**config.mk**
```make
export PLATFORM = sky130hd
export DESIGN_NAME = sat_addsub_seq
export DESIGN_NICKNAME = d
export VERILOG_FILES = /design/src/rtl/alu_defs.sv /design/src/rtl/addsub_chunk.sv /design/src/rtl/full_adder_1bit.sv /design/src/rtl/sat_addsub_seq.sv
export SDC_FILE = /design/constraint.sdc
export NUM_CORES = 1
export LEC_CHECK = 0
export ABC_AREA = 1
export CAP_MARGIN = 40
export CELL_PAD_IN_SITES_DETAIL_PLACEMENT = 1
export CELL_PAD_IN_SITES_GLOBAL_PLACEMENT = 2
export CORE_AREA = 2 2 104 106
export CTS_CLUSTER_DIAMETER = 80
export DETAILED_ROUTE_END_ITERATION = 10
export DIE_AREA = 0 0 106 108
export PLACE_DENSITY_LB_ADDON = 0.08
export RECOVER_POWER = 100
export SLEW_MARGIN = 20
export SYNTH_ARGS = -nofsm -noshare
export SYNTH_HDL_FRONTEND = slang
export SYNTH_SLANG_ARGS = --single-unit
```
**constraint.sdc**
```tcl
create_clock -name clk -period 7.25 [get_ports clk]
set_input_delay 1.45 -clock clk [delete_from_list [all_inputs] [get_ports clk]]
set_output_delay 1.45 -clock clk [all_outputs]
set_load 0.005 [all_outputs]
```
**src/rtl/alu_defs.sv**
```systemverilog
// Shared definitions for the sequential add/subtract unit: FSM states,
// flag register layout and saturation constants.
package alu_defs;

    typedef enum logic [1:0] {
        ST_IDLE = 2'd0,
        ST_RUN  = 2'd1,
        ST_DONE = 2'd2
    } state_t;

    // Flag register layout, MSB first.
    typedef struct packed {
        logic neg;
        logic zero;
        logic carry;
        logic ovfl;
    } flags_t;

    localparam int MAX_W = 64;

    function automatic logic [MAX_W-1:0] sat_min(input int w);
        return MAX_W'(1) << (w - 1);
    endfunction

    function automatic logic [MAX_W-1:0] sat_max(input int w);
        return (MAX_W'(1) << (w - 1)) - MAX_W'(1);
    endfunction

endpackage

```
**src/rtl/addsub_chunk.sv**
```systemverilog
// CHUNK-bit ripple adder slice; also exposes the carry into its top bit so the
// caller can derive signed overflow on the most significant slice.
module addsub_chunk #(
    parameter int CHUNK = 4
) (
    input  logic [CHUNK-1:0] a,
    input  logic [CHUNK-1:0] b,
    input  logic             cin,
    output logic [CHUNK-1:0] s,
    output logic             cout,
    output logic             c_top
);

    logic [CHUNK:0] c;

    assign c[0] = cin;

    for (genvar i = 0; i < CHUNK; i++) begin : g_fa
        full_adder_1bit u_fa (
            .a    (a[i]),
            .b    (b[i]),
            .cin  (c[i]),
            .s    (s[i]),
            .cout (c[i+1])
        );
    end

    assign cout  = c[CHUNK];
    assign c_top = c[CHUNK-1];

endmodule

```
**src/rtl/full_adder_1bit.sv**
```systemverilog
// Single-bit full adder cell.
module full_adder_1bit (
    input  logic a,
    input  logic b,
    input  logic cin,
    output logic s,
    output logic cout
);

    assign s    = a ^ b ^ cin;
    assign cout = (a & b) | (cin & (a ^ b));

endmodule

```
**src/rtl/sat_addsub_seq.sv**
```systemverilog
// Multi-cycle signed add/subtract: one CHUNK-bit slice per cycle through a
// single reused adder slice, with optional saturation and a registered flag set.
module sat_addsub_seq
    import alu_defs::*;
#(
    parameter int WIDTH = 16,
    parameter int CHUNK = 4
) (
    input  logic             clk,
    input  logic             rst_n,
    input  logic             start_valid,
    output logic             start_ready,
    input  logic [WIDTH-1:0] a,
    input  logic [WIDTH-1:0] b,
    input  logic             sub,
    input  logic             sat_en,
    output logic             res_valid,
    input  logic             res_ready,
    output logic [WIDTH-1:0] sum,
    output logic             ovfl,
    output logic             carry,
    output logic             zero,
    output logic             neg
);

    localparam int N     = WIDTH / CHUNK;
    localparam int CNT_W = (N > 1) ? $clog2(N) : 1;
    localparam logic [CNT_W-1:0] LAST     = CNT_W'(N - 1);
    localparam logic [MAX_W-1:0] MIN_FULL = sat_min(WIDTH);
    localparam logic [MAX_W-1:0] MAX_FULL = sat_max(WIDTH);
    localparam logic [WIDTH-1:0] SAT_MIN  = MIN_FULL[WIDTH-1:0];
    localparam logic [WIDTH-1:0] SAT_MAX  = MAX_FULL[WIDTH-1:0];

    if (WIDTH < 2 || CHUNK < 1 || (WIDTH % CHUNK) != 0 || WIDTH > MAX_W) begin : g_bad_params
        $error("sat_addsub_seq: illegal WIDTH/CHUNK combination");
    end

    state_t             state;
    logic [CNT_W-1:0]   cnt;
    logic [WIDTH-1:0]   a_q;
    logic [WIDTH-1:0]   b_q;      // already inverted for subtraction
    logic [WIDTH-1:0]   acc;      // working sum, filled slice by slice
    logic               cy_q;
    logic               sat_q;
    logic [WIDTH-1:0]   sum_q;
    flags_t             flags_q;

    logic [CHUNK-1:0]   slice_s;
    logic               slice_co;
    logic               slice_ctop;
    logic [WIDTH-1:0]   raw;
    logic [WIDTH-1:0]   result;
    logic               ovfl_raw;

    addsub_chunk #(.CHUNK(CHUNK)) u_chunk (
        .a     (a_q[CHUNK*int'(cnt) +: CHUNK]),
        .b     (b_q[CHUNK*int'(cnt) +: CHUNK]),
        .cin   (cy_q),
        .s     (slice_s),
        .cout  (slice_co),
        .c_top (slice_ctop)
    );

    // Full raw sum and clamp are only meaningful on the last slice, where the
    // top slice comes straight from the adder rather than from acc.
    // NOTE: every always_comb output gets a default first so no latch is inferred.
    always_comb begin
        raw = acc;
        raw[WIDTH-CHUNK +: CHUNK] = slice_s;
        ovfl_raw = slice_ctop ^ slice_co;
        result = raw;
        if (ovfl_raw && sat_q) begin
            result = a_q[WIDTH-1] ? SAT_MIN : SAT_MAX;
        end
    end

    // NOTE: sequential state uses non-blocking assignments so every register
    // samples pre-edge values regardless of statement order.
    always_ff @(posedge clk or negedge rst_n) begin
        if (!rst_n) begin
            state   <= ST_IDLE;
            cnt     <= '0;
            a_q     <= '0;
            b_q     <= '0;
            acc     <= '0;
            cy_q    <= 1'b0;
            sat_q   <= 1'b0;
            sum_q   <= '0;
            flags_q <= '0;
        end else begin
            case (state)
                ST_IDLE: begin
                    if (start_valid) begin
                        a_q   <= a;
                        b_q   <= b ^ {WIDTH{sub}};
                        cy_q  <= sub;
                        sat_q <= sat_en;
                        cnt   <= '0;
                        state <= ST_RUN;
                    end
                end
                ST_RUN: begin
                    acc[CHUNK*int'(cnt) +: CHUNK] <= slice_s;
                    cy_q <= slice_co;
                    cnt  <= cnt + 1'b1;
                    if (cnt == LAST) begin
                        sum_q         <= result;
                        flags_q.ovfl  <= ovfl_raw;
                        flags_q.carry <= slice_co;
                        flags_q.zero  <= (result == '0);
                        flags_q.neg   <= result[WIDTH-1];
                        state         <= ST_DONE;
                    end
                end
                ST_DONE: begin
                    if (res_ready) begin
                        state <= ST_IDLE;
                    end
                end
                default: state <= ST_IDLE;
            endcase
        end
    end

    assign start_ready = (state == ST_IDLE);
    assign res_valid   = (state == ST_DONE);
    assign sum         = sum_q;
    assign ovfl        = flags_q.ovfl;
    assign carry       = flags_q.carry;
    assign zero        = flags_q.zero;
    assign neg         = flags_q.neg;

endmodule

```
# Word-level counts from Yosys, hierarchy flattened
# Cells that the tools add are included.
[totals]
rom_bits = 0
latchBits = 0
memories = 0
mem_bits_rw = 0
in_bits = 38
register_bits = 74
[op_classes]
mul = 0
shifts = 4
add_sub_neg = 2
bitwise = 22
eq_ne = 6
muxes = 11
n_div = 0
magnitude_cmp = 0
n_reduce_logical = 8
[op_table]
columns = ["operator", "n"]
rows = [
  ["4-bit negation with 33-bit output", 1],
  ["4-bit by 33-bit variable shift with 16-bit output, first input constant", 1],
  ["4-bit by 33-bit indexed part select with 16-bit output", 1],
  ["16-bit two-way mux", 2],
  ["16-bit by 5-bit indexed part select with 4-bit output", 2],
  ["16-bit bitwise mux", 1],
  ["16-bit zero test", 1],
  ["16-bit XOR", 1],
  ["1-bit XOR", 9],
  ["1-bit bitwise AND", 8],
  ["2-bit two-way mux", 4],
  ["2-bit case mux with 3 select lines", 1],
  ["2-bit AND reduction", 3],
  ["2-bit equality test, second input constant", 2],
  ["2-bit != test, second input constant", 2],
  ["1-bit bitwise OR", 4],
  ["2-bit case mux with 2 select lines", 1],
  ["3-bit AND reduction", 1],
  ["2-bit by 1-bit adder with 2-bit output, second input constant", 1],
  ["2-bit by 1-bit equality test with 1-bit output, second input constant", 1],
  ["2-bit zero test", 1],
  ["2-bit by 1-bit != test with 1-bit output, second input constant", 1],
  ["1-bit case mux with 2 select lines", 1],
  ["2-bit nonzero test", 1],
  ["2 further kinds", 2],
]

# Depth between registers and ports, before layout
[depth]
depth_word = 14
depth_mapped = 17
depth_no_buf = 15

# By module
# From an unflattened synthesis, not the netlist that was laid out.
[unflattened]
hier_cells = 373
area_unflattened_um2 = 3349.5
[by_module_without_submodules]
columns = ["module", "area_per_inst_um2", "seq_area_each_um2", "instances", "cells_each"]
rows = [
  ["sat_addsub_seq", 3269.4, 1726.7, 1, 369],
  ["full_adder_1bit", 20.0, 0.0, 4, 1],
]

# Worst setup path after synthesis
# No wires, ideal clock.
[synth_timing]
path_kind = "register to register"
from = "register cnt[1]"
to = "register sum_q[14], in the netlist sum[14]"
path_buffers = 3
required_time_ns = 7.131
setup_slack_ns = 3.944
path_stages_with_launch = 15
t_arrival_ns = 3.187
synth_period_minus_slack_ns = 3.306
path_cell_list = "dfrtp_1 clkbuf_1 inv_1 o21ai_0 o22ai_1 fa_1 fa_1 fa_1 fa_1 nand2_2 nand3_4 buf_6 buf_4 nand2_1 a2bb2oi_2"
[synth_between]
elab_chain_len = 13
word_cells_on_any_way = 24
[synth_rtl]
columns = ["item", "line", "text"]
rows = [
  ["from (decl)", "sat_addsub_seq.sv:39", "logic [CNT_W-1:0] cnt;"],
  ["from (signal assigned)", "sat_addsub_seq.sv:105", "cnt <= cnt + 1'b1;"],
  ["16-bit by 5-bit indexed part select with 4-bit output (on tied branches)", "sat_addsub_seq.sv:56, sat_addsub_seq.sv:57", ""],
  ["1-bit XOR", "full_adder_1bit.sv:11", "assign cout = (a & b) | (cin & (a ^ b));"],
  ["1-bit bitwise AND", "full_adder_1bit.sv:11", ""],
  ["1-bit bitwise OR", "full_adder_1bit.sv:11", ""],
  ["1-bit bitwise AND", "full_adder_1bit.sv:11", ""],
  ["1-bit bitwise OR", "full_adder_1bit.sv:11", ""],
  ["1-bit bitwise AND", "full_adder_1bit.sv:11", ""],
  ["1-bit bitwise OR", "full_adder_1bit.sv:11", ""],
  ["1-bit bitwise AND", "full_adder_1bit.sv:11", ""],
  ["1-bit bitwise OR *", "full_adder_1bit.sv:11", ""],
  ["via slice_co", "sat_addsub_seq.sv:49", "logic slice_co;"],
  ["1-bit XOR *", "sat_addsub_seq.sv:70", "ovfl_raw = slice_ctop ^ slice_co;"],
  ["1-bit logical AND *", "sat_addsub_seq.sv:72", "if (ovfl_raw && sat_q) begin"],
  ["16-bit two-way mux *", "sat_addsub_seq.sv:72", ""],
  ["to (signal assigned)", "sat_addsub_seq.sv:107", "sum_q <= result;"],
  ["to (decl)", "sat_addsub_seq.sv:45", "logic [WIDTH-1:0] sum_q;"],
]
# The timed path passes the listed nets; every way through them passes the cells marked *.
# A chain may end at the register's enable or synchronous reset.

# Final worst setup path
[layout_timing]
from = "register cnt[0]"
to = "register, netlist name zero"
[layout_between]
elab_chain_len = 14
word_cells_on_any_way = 28
[layout_rtl]
columns = ["item", "line", "text"]
rows = [
  ["16-bit by 5-bit indexed part select with 4-bit output (on tied branches)", "sat_addsub_seq.sv:56, sat_addsub_seq.sv:57", ""],
  ["1-bit XOR", "full_adder_1bit.sv:11", ""],
  ["1-bit bitwise AND", "full_adder_1bit.sv:11", ""],
  ["1-bit bitwise OR", "full_adder_1bit.sv:11", ""],
  ["1-bit bitwise AND", "full_adder_1bit.sv:11", ""],
  ["1-bit bitwise OR", "full_adder_1bit.sv:11", ""],
  ["1-bit bitwise AND", "full_adder_1bit.sv:11", ""],
  ["1-bit bitwise OR", "full_adder_1bit.sv:11", ""],
  ["1-bit bitwise AND", "full_adder_1bit.sv:11", ""],
  ["1-bit bitwise OR *", "full_adder_1bit.sv:11", ""],
  ["via slice_co", "sat_addsub_seq.sv:49", ""],
  ["1-bit XOR *", "sat_addsub_seq.sv:70", ""],
  ["1-bit logical AND *", "sat_addsub_seq.sv:72", ""],
  ["16-bit two-way mux *", "sat_addsub_seq.sv:72", ""],
  ["16-bit zero test *", "sat_addsub_seq.sv:110", "flags_q.zero <= (result == '0);"],
]
# Marks and branches as above.

==> results.cfg <==
[status]
run_status = finished with violations
violated_checks = capacitance limit, slew limit

[yosys]
yosys_warnings = 0
synth_seq_cells = 69
synth.yosys.seq_area_share = 0.507
post_synth.cell_area_avg_um2 = 8.92
synth.net_count = 429
synth.distinct_cells = 29
synth.cell_area_um2 = 3410
syn-instance-count = 382

[sta]
setup_viol_count_final = 0
timing.final.crit_period_ns = 4.73
sum_neg_setup_slack_ns = 0
final_max_slew_viol_count = 44
finClkSkew_ns = 0.0100
f_max_mhz = 212
hold_slack_ns = 0.480
worst_slew_margin_rel = -0.586
worst_pin_slew_ns = 2.38
final_min_period_over_clock_period = 0.652
report.final.hold_viol_count = 0
fin_ws_ns = 2.52
setup_repair_after_global_routing_missed_its_margin = false

[clock_network]
htree_num_levels = 3
cts_hold_repair.buffers = 0
tritoncts.num_buffers = 9
clock_transition_at_the_registers_of_the_reported_paths_ns = 0.08
cts_num_sinks = 69
root_buffer = sky130_fd_sc_hd__clkbuf_8
post-cts-setup-buffer-count = 0
ctsLongestPathBuffers = 2
clkLatencyLatePin_ns = 0.35
post_cts.resized_instances = 0
cts_tree = yes

[global_route]
grt_pass1_vias = 2898
grt-ovfl-total = 0
pin_count_of_the_biggest_net_entering_global_routing = 44
antenna_found_initial = 0
globalRouteTotalUtil = 0.160
wire_length_of_the_first_global_routing_pass_um = 14300

[die]
core_area_um2 = 10200
design.portCount = 60
std_cell_rows = 37
design.die.area_um2 = 11400
start_util = 0.333
die_h_um = 108
dieWidth_um = 106

[critical_path]
dominant_cell_type_by_count_on_the_critical_path = sky130_fd_sc_hd__fa_1
critical_path_arrival_ns = 5.01
end_kind = flop
r2r_setup_slack_ns = 2.52
criticalPathCategory = flop to flop
cp.buffers_inverters = 1
critical-path-max-stage-delay_ns = 0.78
worst_ep_required_time_ns = 7.53
timing.critical_path.fanout_max = 24
worst_setup_path_start_kind = flop
timing.critical_path.max_delay_family = adder cells
crit_path_cell_trace = inv_1, o21ai_0, o22ai_1, fa_1, fa_1, fa_1, fa_1, nand2_1, nand3_1, nand2_1, nand3_1, nor2_1, nand3_1, nand2_1
critical_path_slowest_stage_cell = sky130_fd_sc_hd__dfrtp_1

[placement]
worst_slack_after_detailed_placement_ns = 2.92
io_buffer_count = 59
placed_cell_area_um2 = 4090
place_hpwl_um = 6260
gp_congestion = 0.782
dp.cells = 561

[finish]
antenna_cells = 0
final_util = 0.412
drive_above_1_share = 0.0476
mostFrequentLayoutCell = sky130_fd_sc_hd__nand2_1
syn_to_final_growth_pct = 23.7
final_cell_count_no_fill = 577
num-nets-final = 483
final_design_area_no_fill_um2 = 4220
most-common-layout-cells = sky130_fd_sc_hd__nand2_1, sky130_fd_sc_hd__dfrtp_1, sky130_fd_sc_hd__o21ai_0

[hold_path]
holdCritPathClass = flop to flop

[drt]
drt_drc_violations_left = 0
ant_nets = 0
totalWireLength_um = 8450
first_iter_violations = 40
vias_per_cell = 4.74
routed_wire_length_per_instance_um = 14.6
num_vias = 2737
drt_first_pass_iters = 4

[pwr]
total_power_consumption_mw = 2.09
leakagePower_nw = 1.97
vdd.ir_drop.worst_mv = 0.166
power.density_nw_per_um2 = 496

[flow_run]
cap_violations = 1
## path summary, 6_finish.rpt
check | cells past startpoint | from | end
max | 14 | cnt[0] | zero
min | 2 | b_q[7] | b_q[7]
max reg2reg | 14 | cnt[0] | zero
min reg2reg | 2 | b_q[7] | b_q[7]
max in group asynchronous | 3 | rst_n | a_q[8]
min in group asynchronous | 2 | rst_n | sum[8]
## sequential cells by signal, summed over array words and instances (netlist names)
| name | count |
|---|---|
| state | 2 |
| ovfl | 1 |
| a_q | 16 |
| b_q | 16 |
| sum | 16 |
| cnt | 2 |
| zero | 1 |
| carry | 1 |
| acc | 12 |
| cy_q | 1 |
| sat_q | 1 |
## final cells by class
cell class | instances | area (um2)
multi-input combinational | 274 | 1430
clock buffer | 11 | 151
tap | 136 | 170
clock inverter | 5 | 57.6
sequential | 69 | 1730
inverter | 19 | 71.3
fill | 1215 | 6010
timing repair buffer | 63 | 612
## layer usage
| layer | global-route usage | up-vias | wire, um |
|---|---|---|---|
| met5 | 0 | - | 0 |
| met4 | 0.0508 | 0 | 105 |
| met3 | 0.0332 | 11 | 255 |
| met2 | 0.281 | 45 | 4230 |
| met1 | 0.199 | 1326 | 3860 |
| li1 | - | 1355 | - |
## cell families (layout without fill, tap and decap cells)
family	after synthesis	in the layout	share of synthesized area
DFF	69	69	0.507
AOI/OAI and AO/OA	81	81	0.142
buffers and inverters	39	98	0.0606
xor gates and xnor gates	16	16	0.0411
and+or+nand+nor	168	168	0.207
adders and majority gates	9	9	0.0419
## worst min-delay path, cell delays in order (launching register included)
cell and delay (ns):
sky130_fd_sc_hd__dfrtp_1 0.34, sky130_fd_sc_hd__nand2_1 0.05, sky130_fd_sc_hd__o21ai_0 0.06
## synthesized netlist by cell type, drive strengths merged
cell	n	area, um2
a2bb2oi	12	118
buf	16	120
clkbuf	4	15.0
dfrtp	69	1730
fa	4	80.1
ha	5	62.6
inv	19	71.3
nand2	116	445
nand3	19	108
nand4	2	18.8
nor2	31	135
o211ai	1	7.51
o21a	3	22.5
o21ai	56	280
o22ai	8	50.1
o31ai	1	7.51
xnor2	16	140
## power by group
part | switching [mW] | internal (mW) | leakage (nW)
sequential | 0.135 | 0.560 | 0.863
clock | 0.154 | 0.178 | 0.110
combinational | 0.636 | 0.428 | 0.994
No activity file was read; power rests on OpenSTA's default activity.
